--- src/rtl/writeback_arbiter.sv ---
// Writeback stage feeding the register file's single write port.
// ALU results always win; load results queue in a small FIFO and fill idle cycles.
module writeback_arbiter #(
  parameter int DEPTH = 4,
  parameter int AW    = 2
) (
  input  logic          Clk,
  input  logic          Reset_n,
  input  logic          AluValid,
  input  logic [4:0]    AluReg,
  input  logic [31:0]   AluData,
  output logic          AluStall,
  input  logic          MemValid,
  output logic          MemReady,
  input  logic [4:0]    MemReg,
  input  logic [31:0]   MemData,
  output logic          RegWrite,
  output logic [4:0]    WriteRegister,
  output logic [31:0]   WriteData,
  output logic [31:0]   Pending,
  output logic [AW:0]   Count
);

  localparam logic [AW:0] FullCount = (AW+1)'(DEPTH);

  logic [4:0]    regMem  [DEPTH];
  logic [31:0]   dataMem [DEPTH];
  logic [AW-1:0] wrPtrReg;
  logic [AW-1:0] rdPtrReg;
  logic [AW:0]   countReg;
  logic          fifoFull;
  logic          fifoEmpty;
  logic          push;
  logic          pop;
  logic [31:0]   entryMask [DEPTH];
  logic [31:0]   pendingAcc;

  assign fifoFull  = (countReg == FullCount);
  assign fifoEmpty = (countReg == '0);
  assign MemReady  = ~fifoFull;
  assign AluStall  = fifoFull;
  assign Count     = countReg;

  // Readiness depends only on registered occupancy, so push never loops back through MemValid.
  assign push = MemValid & ~fifoFull;
  assign pop  = ~AluValid & ~fifoEmpty;

  // Storage needs no reset: occupancy alone decides which entries are live.
  always_ff @(posedge Clk) begin
    if (push) begin
      regMem[wrPtrReg]  <= MemReg;
      dataMem[wrPtrReg] <= MemData;
    end
  end

  always_ff @(posedge Clk or negedge Reset_n) begin
    if (!Reset_n) begin
      wrPtrReg <= '0;
      rdPtrReg <= '0;
      countReg <= '0;
    end else begin
      if (push) wrPtrReg <= wrPtrReg + 1'b1;
      if (pop)  rdPtrReg <= rdPtrReg + 1'b1;
      unique case ({push, pop})
        2'b10:   countReg <= countReg + 1'b1;
        2'b01:   countReg <= countReg - 1'b1;
        default: countReg <= countReg;
      endcase
    end
  end

  // Register 0 results are consumed but never written.
  always_ff @(posedge Clk or negedge Reset_n) begin
    if (!Reset_n) begin
      RegWrite      <= 1'b0;
      WriteRegister <= '0;
      WriteData     <= '0;
    end else if (AluValid) begin
      RegWrite      <= (AluReg != 5'd0);
      WriteRegister <= AluReg;
      WriteData     <= AluData;
    end else if (pop) begin
      RegWrite      <= (regMem[rdPtrReg] != 5'd0);
      WriteRegister <= regMem[rdPtrReg];
      WriteData     <= dataMem[rdPtrReg];
    end else begin
      RegWrite      <= 1'b0;
    end
  end

  // An entry is live when its distance from the read pointer is below the occupancy.
  for (genvar gi = 0; gi < DEPTH; gi++) begin : gEntry
    logic [AW-1:0] offset;
    assign offset        = AW'(gi) - rdPtrReg;
    assign entryMask[gi] = ({1'b0, offset} < countReg) ? (32'd1 << regMem[gi]) : 32'd0;
  end

  always_comb begin
    pendingAcc = '0;
    for (int i = 0; i < DEPTH; i++) begin
      pendingAcc = pendingAcc | entryMask[i];
    end
  end

  assign Pending = pendingAcc & ~32'd1;

endmodule

--- config.mk ---
export PLATFORM = sky130hd
export DESIGN_NAME = writeback_arbiter
export DESIGN_NICKNAME = d
export VERILOG_FILES = /design/src/rtl/writeback_arbiter.sv
export SDC_FILE = /design/constraint.sdc
export NUM_CORES = 1
export LEC_CHECK = 0
export ABC_AREA = 1
export CELL_PAD_IN_SITES_DETAIL_PLACEMENT = 1
export CELL_PAD_IN_SITES_GLOBAL_PLACEMENT = 1
export CORE_ASPECT_RATIO = 0.75
export CORE_MARGIN = 2
export CORE_UTILIZATION = 41
export CTS_CLUSTER_SIZE = 40
export DETAILED_ROUTE_END_ITERATION = 10
export GPL_TIMING_DRIVEN = 0
export HOLD_SLACK_MARGIN = 0.02
export PLACE_DENSITY_LB_ADDON = 0.15
export SETUP_SLACK_MARGIN = 0.3
export SKIP_LAST_GASP = 1
export SLEW_MARGIN = 5
export SYNTH_ARGS = -nofsm -noshare
export SYNTH_HDL_FRONTEND = slang
export SYNTH_SLANG_ARGS = --single-unit
--- constraint.sdc ---
create_clock -name Clk -period 3.3 [get_ports Clk]
set_input_delay 0.66 -clock Clk [delete_from_list [all_inputs] [get_ports Clk]]
set_output_delay 0.66 -clock Clk [all_outputs]
set_load 0.02 [all_outputs]
Word-level counts from Yosys, hierarchy flattened
Memories as Yosys holds them, arrays and structs flattened.
Cells that the tools add are included.
Operators by class
  $add $sub $neg: 8
  multiply operators: 0
  div/mod/pow operators: 0
  magnitude comparators: 4
  equal/unequal tests: 3
  shift-type cells: 4
  multiplexer cells: 13
  bitwise operators: 8
  reductions and logical operators: 5
Operator list (number)
  32-bit two-way mux: 6
  1-bit by 5-bit << shifter with 32-bit output (first input constant): 4
  32-bit OR: 3
  2-bit by 3-bit < comparator with 1-bit output: 4
  5-bit two-way mux: 2
  5-bit nonzero test: 2
  3-bit one-hot mux with 2 select lines: 1
  2-bit by 1-bit adder with 2-bit output (second input constant): 2
  1-bit two-way mux: 4
  2-bit nonzero test: 2
  1-bit by 2-bit subtractor with 2-bit output (first input constant): 2
  2-bit subtractor (first input constant): 2
  3-bit by 1-bit adder with 3-bit output (second input constant): 1
  3-bit == test (second input constant): 1
  3-bit zero test: 1
  1-bit NOT: 3
  3-bit by 1-bit subtractor with 3-bit output (second input constant): 1
  1-bit bitwise AND: 2
  2-bit by 1-bit == test with 1-bit output (second input constant): 1
  2-bit == test (second input constant): 1
Word-level totals
  flip-flop bits (word level): 45
  bits in latches: 0
  memory bits (writable): 148
  bits in read-only memories: 0
  logic and storage cells: 53
  memories: 2
Memories
  dataMem: depth 4, width 32, rd ports 1, clocked after Yosys merged registers in 0, write ports 1, line 27  | logic [31:0] dataMem [DEPTH];
  regMem: depth 4, width 5, rd ports 5, clocked after Yosys merged registers in 0, write ports 1, line 26  | logic [4:0] regMem [DEPTH];

Depth between registers and ports, before layout
Gate-level depths: netlist of run 1.
  depth after elaboration: 6
  mapped depth: 12
  mapped depth without buffers: 10

Worst setup path before layout of run 1
Ideal clock, no wire load.
  path kind: register -> register
  from: register countReg[0] (netlist: Count[0])
  to: memory dataMem[0][0] (enable)
  library setup time: 0.431 ns
  data arrival time: 2.677 ns
  required time: 2.869 ns
  path slack: 0.192 ns
  cell stages (with the launch flop): 5
  buffers on the path: 0
  clock period less this slack: 3.108 ns
  cell sequence: dfrtp_1 nor2_1 nand2_1 nand2_1 nor2_1
Between the ends
  cells in the longest elaborated chain, start to end: 5
Ends and longest elaborated chain
  from (decl): line 30  | logic [AW:0] countReg;
  from (signal assigned): line 65  | 2'b10: countReg <= countReg + 1'b1;
  from (signal assigned): line 66  | 2'b01: countReg <= countReg - 1'b1;
  from (signal assigned): line 67  | default: countReg <= countReg;
  3-bit == test: line 38  | assign fifoFull = (countReg == FullCount);
  1-bit NOT
  via MemReady: line 14  | output logic MemReady,
  1-bit bitwise AND: line 45  | assign push = MemValid & ~fifoFull;
  1-bit two-way mux: line 50  | if (push) begin
  1-bit two-way mux (not written as such): line 52  | dataMem[wrPtrReg] <= MemData;
  to (decl): line 27
The timed path passes the listed nets, and every way through them passes these cells.

Final worst setup path of run 1
  from: register rdPtrReg[0]
  to: output port Pending[14]
Between the ends
  cells in the longest elaborated chain, start to end: 6
Ends and longest elaborated chain
  from (decl): line 29  | logic [AW-1:0] rdPtrReg;
  from (signal assigned): line 63  | if (pop) rdPtrReg <= rdPtrReg + 1'b1;
  1-bit by 2-bit subtractor with 2-bit output: line 94  | assign offset = AW'(gi) - rdPtrReg;
  2-bit by 3-bit < comparator with 1-bit output: line 95  | assign entryMask[gi] = ({1'b0, offset} < countReg) ? (32'd1 << regMem[gi]) : 32'd0;
  32-bit two-way mux: line 95
  32-bit OR (2 in a row): line 101  | pendingAcc = pendingAcc | entryMask[i];
  32-bit OR (*): line 101
  to (decl): line 20  | output logic [31:0] Pending,
Every way passes the cells marked *; elsewhere a longest branch is shown, timed or not.

==> results of run 1 <==
[synthesized netlist by cell type, types with 2 or more instances]
library cell	number	area (µm²)
nand3_2	2	20.02
nand4_1	56	350.3
or2_2	6	37.54
nor2_2	5	31.28
edfxtp_1	148	4444
clkinv_1	5	18.77
nor3_1	9	45.04
xor2_1	3	26.28
o21ai_0	33	165.2
inv_2	3	11.26
o211ai_1	6	45.04
buf_4	5	37.54
nand3_1	75	375.4
a21oi_1	9	45.04
buf_2	25	125.1
nor4_1	10	62.56
ha_1	9	112.6
nor2_4	2	22.52
nor2_1	108	405.4
nand2_2	2	12.51
o21ai_2	2	17.52
a22oi_1	10	75.07
inv_1	42	157.7
o21ai_1	25	125.1
dfrtp_1	45	1126
nand2_1	272	1021
clkbuf_1	13	48.80
[routing by layer]
layer  wire (µm)  part of all wire
met5           0                 0
met4         274            0.0087
met3        2423             0.077
met2       14670              0.47
met1       13950              0.45
[flip-flops by register name, indices dropped and copies added, names as in the netlist]
signal and cells:
wrPtrReg 2, WriteRegister 5, Count 3, regMem 20, WriteData 32, rdPtrReg 2
dataMem 128, RegWrite 1
[through the flow]
step,setup slack [ps],cell area [µm²]
after floorplan,191.9,9080
after global placement,-1523,10950
after detailed placement,-517.1,11070
after CTS,68.40,12120
after global routing,-44.46,12340
final,35.36,12340
[worst max-delay path by stage]
stage,from,to,cells past startpoint
6_report,rdPtrReg[0],Pending[14],13
5_1_grt,rdPtrReg[0],Pending[8],13
4_1_cts,rdPtrReg[0],Pending[14],13
3_5_place_dp,rdPtrReg[0],Pending[28],12
3_3_place_gp,MemValid,dataMem[1][17],3
2_1_floorplan,Count[0],dataMem[0][0],4
[layout by cell type, fill, tap and decap left out, drive strengths merged, types with 9 or more instances in the layout]
cell and count:
a21oi 9, a22oi 10, buf 105, clkbuf 30
clkdlybuf4s50 118, clkinv 13, dfrtp 45, edfxtp 148
ha 9, inv 53, nand2 274, nand3 77
nand4 56, nor2 118, nor3 9, nor4 10
o21ai 60
[what timing repair did]
action / CTS / global route
gates cloned: 3 / 0
gates resized for setup: 227 / 37
endpoints found under the setup margin: 31 / 32
buffers inserted: 22 / 13
pin swaps: 26 / 23
[power breakdown]
part / internal, mW / leakage, nW / total [mW] / switching (mW)
logic: 2.20 / 2.58 / 5.60 / 3.40
clock network: 1.03 / 0.294 / 2.10 / 1.07
registers: 3.29 / 1.88 / 3.60 / 0.309
[cell families (layout without fill, tap and decap cells)]
group,after synthesis,in the layout,synth area share
xor gates and xnor gates,4,4,0.003859
buffers and inverters,96,319,0.04630
DFF,193,193,0.6135
other,1,2,0.0004130
AOI/OAI and AO/OA,89,89,0.05581
and+or+nand+nor,549,551,0.2655
adders and majority gates,10,10,0.01461
[final cells by class]
cell class                 instances  area, µm²  area share
antenna                            1      2.502   0.0002028
buffer                            45      266.5     0.02159
clock buffer                      17      425.4     0.03447
clock inverter                    15      183.9     0.01490
inverter                          51      209.0     0.01693
multi-input combinational        655       3417      0.2769
sequential                       193       5573      0.4515
tap                              294      367.9     0.02981
timing repair buffer             191       1897      0.1537
==> qor.yml, run 1 <==
outcome:
  status: "finished, final reports clean"
critical_path:
  worstPathCellList: "nand2_2 > clkinv_4 > buf_12 > nor2_4 > inv_2 > ha_4 > nand3_4 > o21ai_4 > nor2_4 > buf_12 > nand2_2 > nand4_1 > buf_6"
  cpPeakStageDelay_ps: 440
  critPathSlowestCell: "dfrtp_2"
  critPathTopFamily: "simple AND/OR/NAND/NOR gates"
  cp.arrival_ps: 2600
  worstPathMaxFanout: 5
  start_kind: "register"
  worstPathRequired_ps: 2640
  end_kind: "output pin"
  rrSetupSlack_ps: 690
  timing.rr.end: "Count[2]"
  cp.buffers_inverters: 5
  r2r-start: "Count[1]"
  ff2ff_path_depth: 10
  critical_path_class: "register to output pin"
logic_synthesis:
  async_flop_share: 0.2332
  syn-num-nets: 1030
  ys_seq_elements: 193
  syn_avg_cell_area_um2: 9.639
  yosysUniqueCellTypes: 39
  synth_edf_count: 148
  seq_area_frac_synth: 0.6135
  synth_cells: 942
  yosys_warnings: 0
  synth_ff_type: "edfxtp_1"
  syn_area_um2: 9080
clocking:
  numClockSinks: 193
  h-tree-depth: 4
  root_buffer: "clkbuf_16"
  cts_hold_buf: 0
  cts_tree: "yes"
  numCtsBuffers: 17
  insertion_delay_ps: 440
  cts_max_path_buffers: 2
  path_clk_slew_ps: 80
timing:
  slew_violations: 0
  setup-violations-final: 0
  rsz0062_at_grt: "yes"
  hold_violations: 0
  whs_ps: 167.5
  finalCriticalPeriod_ps: 3265
  period_share: 0.9893
  fin_tns_setup_ps: 0
  finClkSkew_ps: 11.65
  relSlewSlack: 0.5197
  fmax_ghz: 0.3063
  tightest_slew_ps: 713.8
cells_and_area:
  drive_above_1_share: 0.1851
  fin_cells: 1462
  area_growth_pct: 35.92
  fill_cells: 2414
  nets: 1242
  postLayoutCoreUtil: 0.5642
drt:
  ant_nets: 0
  drc: 0
  num_vias: 7972
  first_pass_iters: 5
  wl_per_cell_um: 21.42
  wirelength_mm: 31.32
  drtIter0Drc: 585
  vias_per_cell: 5.453
global_route:
  grt.busiest_layer: "met2"
  grt-ovfl-total: 0
  antenna_found_initial: 2
  met1_usage: 0.3696
  grt_pass1_wl_mm: 47.27
  grt_util_met2: 0.4385
  grt_max_degree: 31
  grt_usage: 0.2710
  grt_pass1_vias: 8132
  met3_usage: 0.07586
floorplan:
  die_h_um: 132.9
  dieArea_um2: 23370
  core-area_um2: 21880
  start_util: 0.4151
  row_count: 47
  num_io_pins: 153
  die_w_um: 175.8
placement:
  gp_congestion: 0.9391
  dp_cells: 1391
  port_buffers: 150
  dp_hpwl_mm: 20.53
flow_run:
  drv_cap: 0
pwr:
  power.total_mw: 11.30
  p_leak_nw: 4.753
  max-vdd-ir-drop_mv: 0.4578
  power_density_nw_per_um2: 915.5
worst_hold_path:
  hp-class: "input pin to asynchronous set/reset pin"
No activity file was read; power rests on OpenSTA's default activity.
==> run 2: changes to the inputs <==
--- a/config.mk
+++ b/config.mk
@@ -6,6 +6,7 @@
 export NUM_CORES = 1
 export LEC_CHECK = 0
 export ABC_AREA = 1
+export CAP_MARGIN = 20
 export CELL_PAD_IN_SITES_DETAIL_PLACEMENT = 1
 export CELL_PAD_IN_SITES_GLOBAL_PLACEMENT = 1
 export CORE_ASPECT_RATIO = 0.75
@@ -13,6 +14,7 @@
 export CORE_UTILIZATION = 41
 export CTS_CLUSTER_SIZE = 40
 export DETAILED_ROUTE_END_ITERATION = 10
+export GPL_ROUTABILITY_DRIVEN = 0
 export GPL_TIMING_DRIVEN = 0
 export HOLD_SLACK_MARGIN = 0.02
 export PLACE_DENSITY_LB_ADDON = 0.15
==> run 2 against run 1 <==
Clock skew is 2.3 ps higher. Power is 0.82% higher. Die area stayed put. Maximum frequency is 2.0% higher. Final cell count is 0.41% lower. Sequential power hardly changed. Critical path depth stayed put. Via count is 0.80% higher.
==> qor.yml, run 2 (same netlist as run 1, synthesis figures left out) <==
clocking:
  cts_tree: "yes"
  h-tree-depth: 4
  root_buffer: "clkbuf_16"
  cts_max_path_buffers: 2
  insertion_delay_ps: 450
  cts_hold_buf: 0
  numCtsBuffers: 17
  numClockSinks: 193
  path_clk_slew_ps: 80
cells_and_area:
  largest_reg_flops: 128
  final_cell_mix: "nand2_1, edfxtp_1, clkdlybuf4s50_1"
  biggestRegsByFlops: "dataMem: 128 flops, WriteData: 32 flops, regMem: 20 flops"
  final_common_cell: "nand2_1"
  top_register: "dataMem"
  drive_above_1_share: 0.1817
  nets: 1236
  fill_cells: 2441
  postLayoutCoreUtil: 0.5647
  area_growth_pct: 36.06
critical_path:
  cpPeakStageDelay_ps: 450
  worstPathCellList: "nand2_4 > clkinv_4 > buf_12 > nor2_4 > inv_2 > ha_4 > nand3_4 > o21ai_4 > nor2_4 > buf_6 > nand2_2 > nand4_1 > buf_4"
  crit_top_cell: "nor2_4"
  cp.buffers_inverters: 5
  critPathSlowestCell: "dfrtp_2"
  worstPathRequired_ps: 2640
  end_kind: "output pin"
  cp.arrival_ps: 2540
  critPathTopFamily: "buffers and inverters"
  start_kind: "register"
  worstPathMaxFanout: 4
  critical_path_class: "register to output pin"
drt:
  first_pass_iters: 5
  wl_per_cell_um: 21.77
  ant_nets: 0
  drtIter0Drc: 791
  vias_per_cell: 5.519
  num_vias: 8036
  drc: 0
  wirelength_mm: 31.69
timing:
  whs_ps: 153.0
  slew_violations: 0
  rsz0062_at_grt: "yes"
  finalCriticalPeriod_ps: 3200
  relSlewSlack: 0.5242
  period_share: 0.9698
  setup-violations-final: 0
  finClkSkew_ps: 14.00
  fmax_ghz: 0.3125
  tightest_slew_ps: 707.2
  fin_tns_setup_ps: 0
  hold_violations: 0
pwr:
  p_seq_frac: 0.317
  max-vdd-ir-drop_mv: 0.5691
  intPower_mw: 6.558
  power_frac_comb: 0.500
  clkPwrFrac: 0.183
  p_leak_nw: 4.744
  sw_frac_of_total: 0.4243
  power.total_mw: 11.39
  net-switching-power_mw: 4.833
  power_density_nw_per_um2: 922.0
floorplan:
  die_h_um: 132.9
  dieArea_um2: 23370
  row_count: 47
  core-area_um2: 21880
  num_io_pins: 153
  start_util: 0.4151
  die_w_um: 175.8
placement:
  port_buffers: 150
  dp_hpwl_mm: 20.93
global_route:
  grt_pass1_vias: 8335
  antenna_found_initial: 2
  grt_usage: 0.2722
  grt-ovfl-total: 0
  grt_pass1_wl_mm: 47.76
  grt_max_degree: 31
worst_hold_path:
  hp-class: "input pin to asynchronous set/reset pin"
outcome:
  status: "finished, final reports clean"
flow_run:
  drv_cap: 0
## run 2: cell types whose count changed in the layout (fill, tap and decap cells not counted), moves of 3 or more
cell / previous run / this run
buf_4: 40 / 36
inv_4: 4 / 7
buf_6: 27 / 24
nand3_2: 10 / 4
buf_16: 0 / 4
nand3_1: 65 / 69
## run 2: path summary, 6_finish.rpt
kind,from,endpoint,slack (ps),depth (start not counted)
min in group Clk,WriteData[22],WriteData[22],490,2
worst min-delay path,Reset_n,WriteData[2],150,1
worst max-delay path,rdPtrReg[1],Pending[8],100,13
worst max register to register,Count[0],Count[2],490,9
worst min register to register,WriteData[22],WriteData[22],490,2
max in group asynchronous,Reset_n,Count[1],2560,2
## run 2: per-stage QoR
| step | cells | instance area [µm²] | worst slack [ps] |
|---|---|---|---|
| 2_1_floorplan | 942 | 9080 | 191.9 |
| 3_3_place_gp | 1386 | 10950 | -1637 |
| 3_5_place_dp | 1393 | 11140 | -602.3 |
| 4_1_cts | 1445 | 12110 | 118.5 |
| 5_1_grt | 1456 | 12350 | 24.86 |
| 6_report | 1456 | 12350 | 99.80 |
## run 2: final cells by class
class	instances	area (µm²)	area share
Sequential cell	193	5574	0.4512
Multi-Input combinational cell	654	3417	0.2766
Timing Repair Buffer	186	1909	0.1545
Clock buffer	18	429.2	0.03474
Tap cell	294	367.9	0.02978
Buffer	45	275.3	0.02228
Inverter	51	214.0	0.01732
Clock inverter	14	165.2	0.01337
Antenna cell	1	2.502	0.0002026
## run 2: power by group through the flow
stage | Sequential, mW | Combinational, mW | Clock (mW)
6_report | 3.61 | 5.70 | 2.09
2_1_floorplan | 3.88 | 2.21 | 0
3_3_place_gp | 3.65 | 4.23 | 0
5_1_grt | 3.67 | 6.08 | 2.19
3_5_place_dp | 3.63 | 4.49 | 0
4_1_cts | 3.60 | 5.27 | 2.10
## run 2: worst reg2reg max path, stage by stage (launching register included)
cell	delay, ps
dfrtp_1	490
nor2_1	370
nand2_1	160
nand2_1	460
ha_1	250
inv_1	90
fa_1	410
a21oi_1	150
o21ai_0	120
xor2_1	170
## run 2: what timing repair did
action                                 CTS  global route
pin swaps                               18            15
gates cloned                             2             0
gates resized for setup                222            48
buffers inserted                        18            10
endpoints found under the hold margin    0             0
setup endpoints to repair               31            31
## run 2: layer usage
layer	track usage	vias up	routed length (µm)
met5	0	-	0
met4	0.08632	0	662
met3	0.06236	63	2574
met2	0.4326	386	14700
met1	0.3724	3918	13750
li1	-	3669	-
==> run 3: changes to the inputs <==
--- a/config.mk
+++ b/config.mk
@@ -12,6 +12,7 @@
 export CORE_ASPECT_RATIO = 0.75
 export CORE_MARGIN = 2
 export CORE_UTILIZATION = 41
+export CTS_CLUSTER_DIAMETER = 150
 export CTS_CLUSTER_SIZE = 40
 export DETAILED_ROUTE_END_ITERATION = 10
 export GPL_ROUTABILITY_DRIVEN = 0
==> results of run 3 <==
No change in the layout: final DEF, timing and power equal those of run 2.
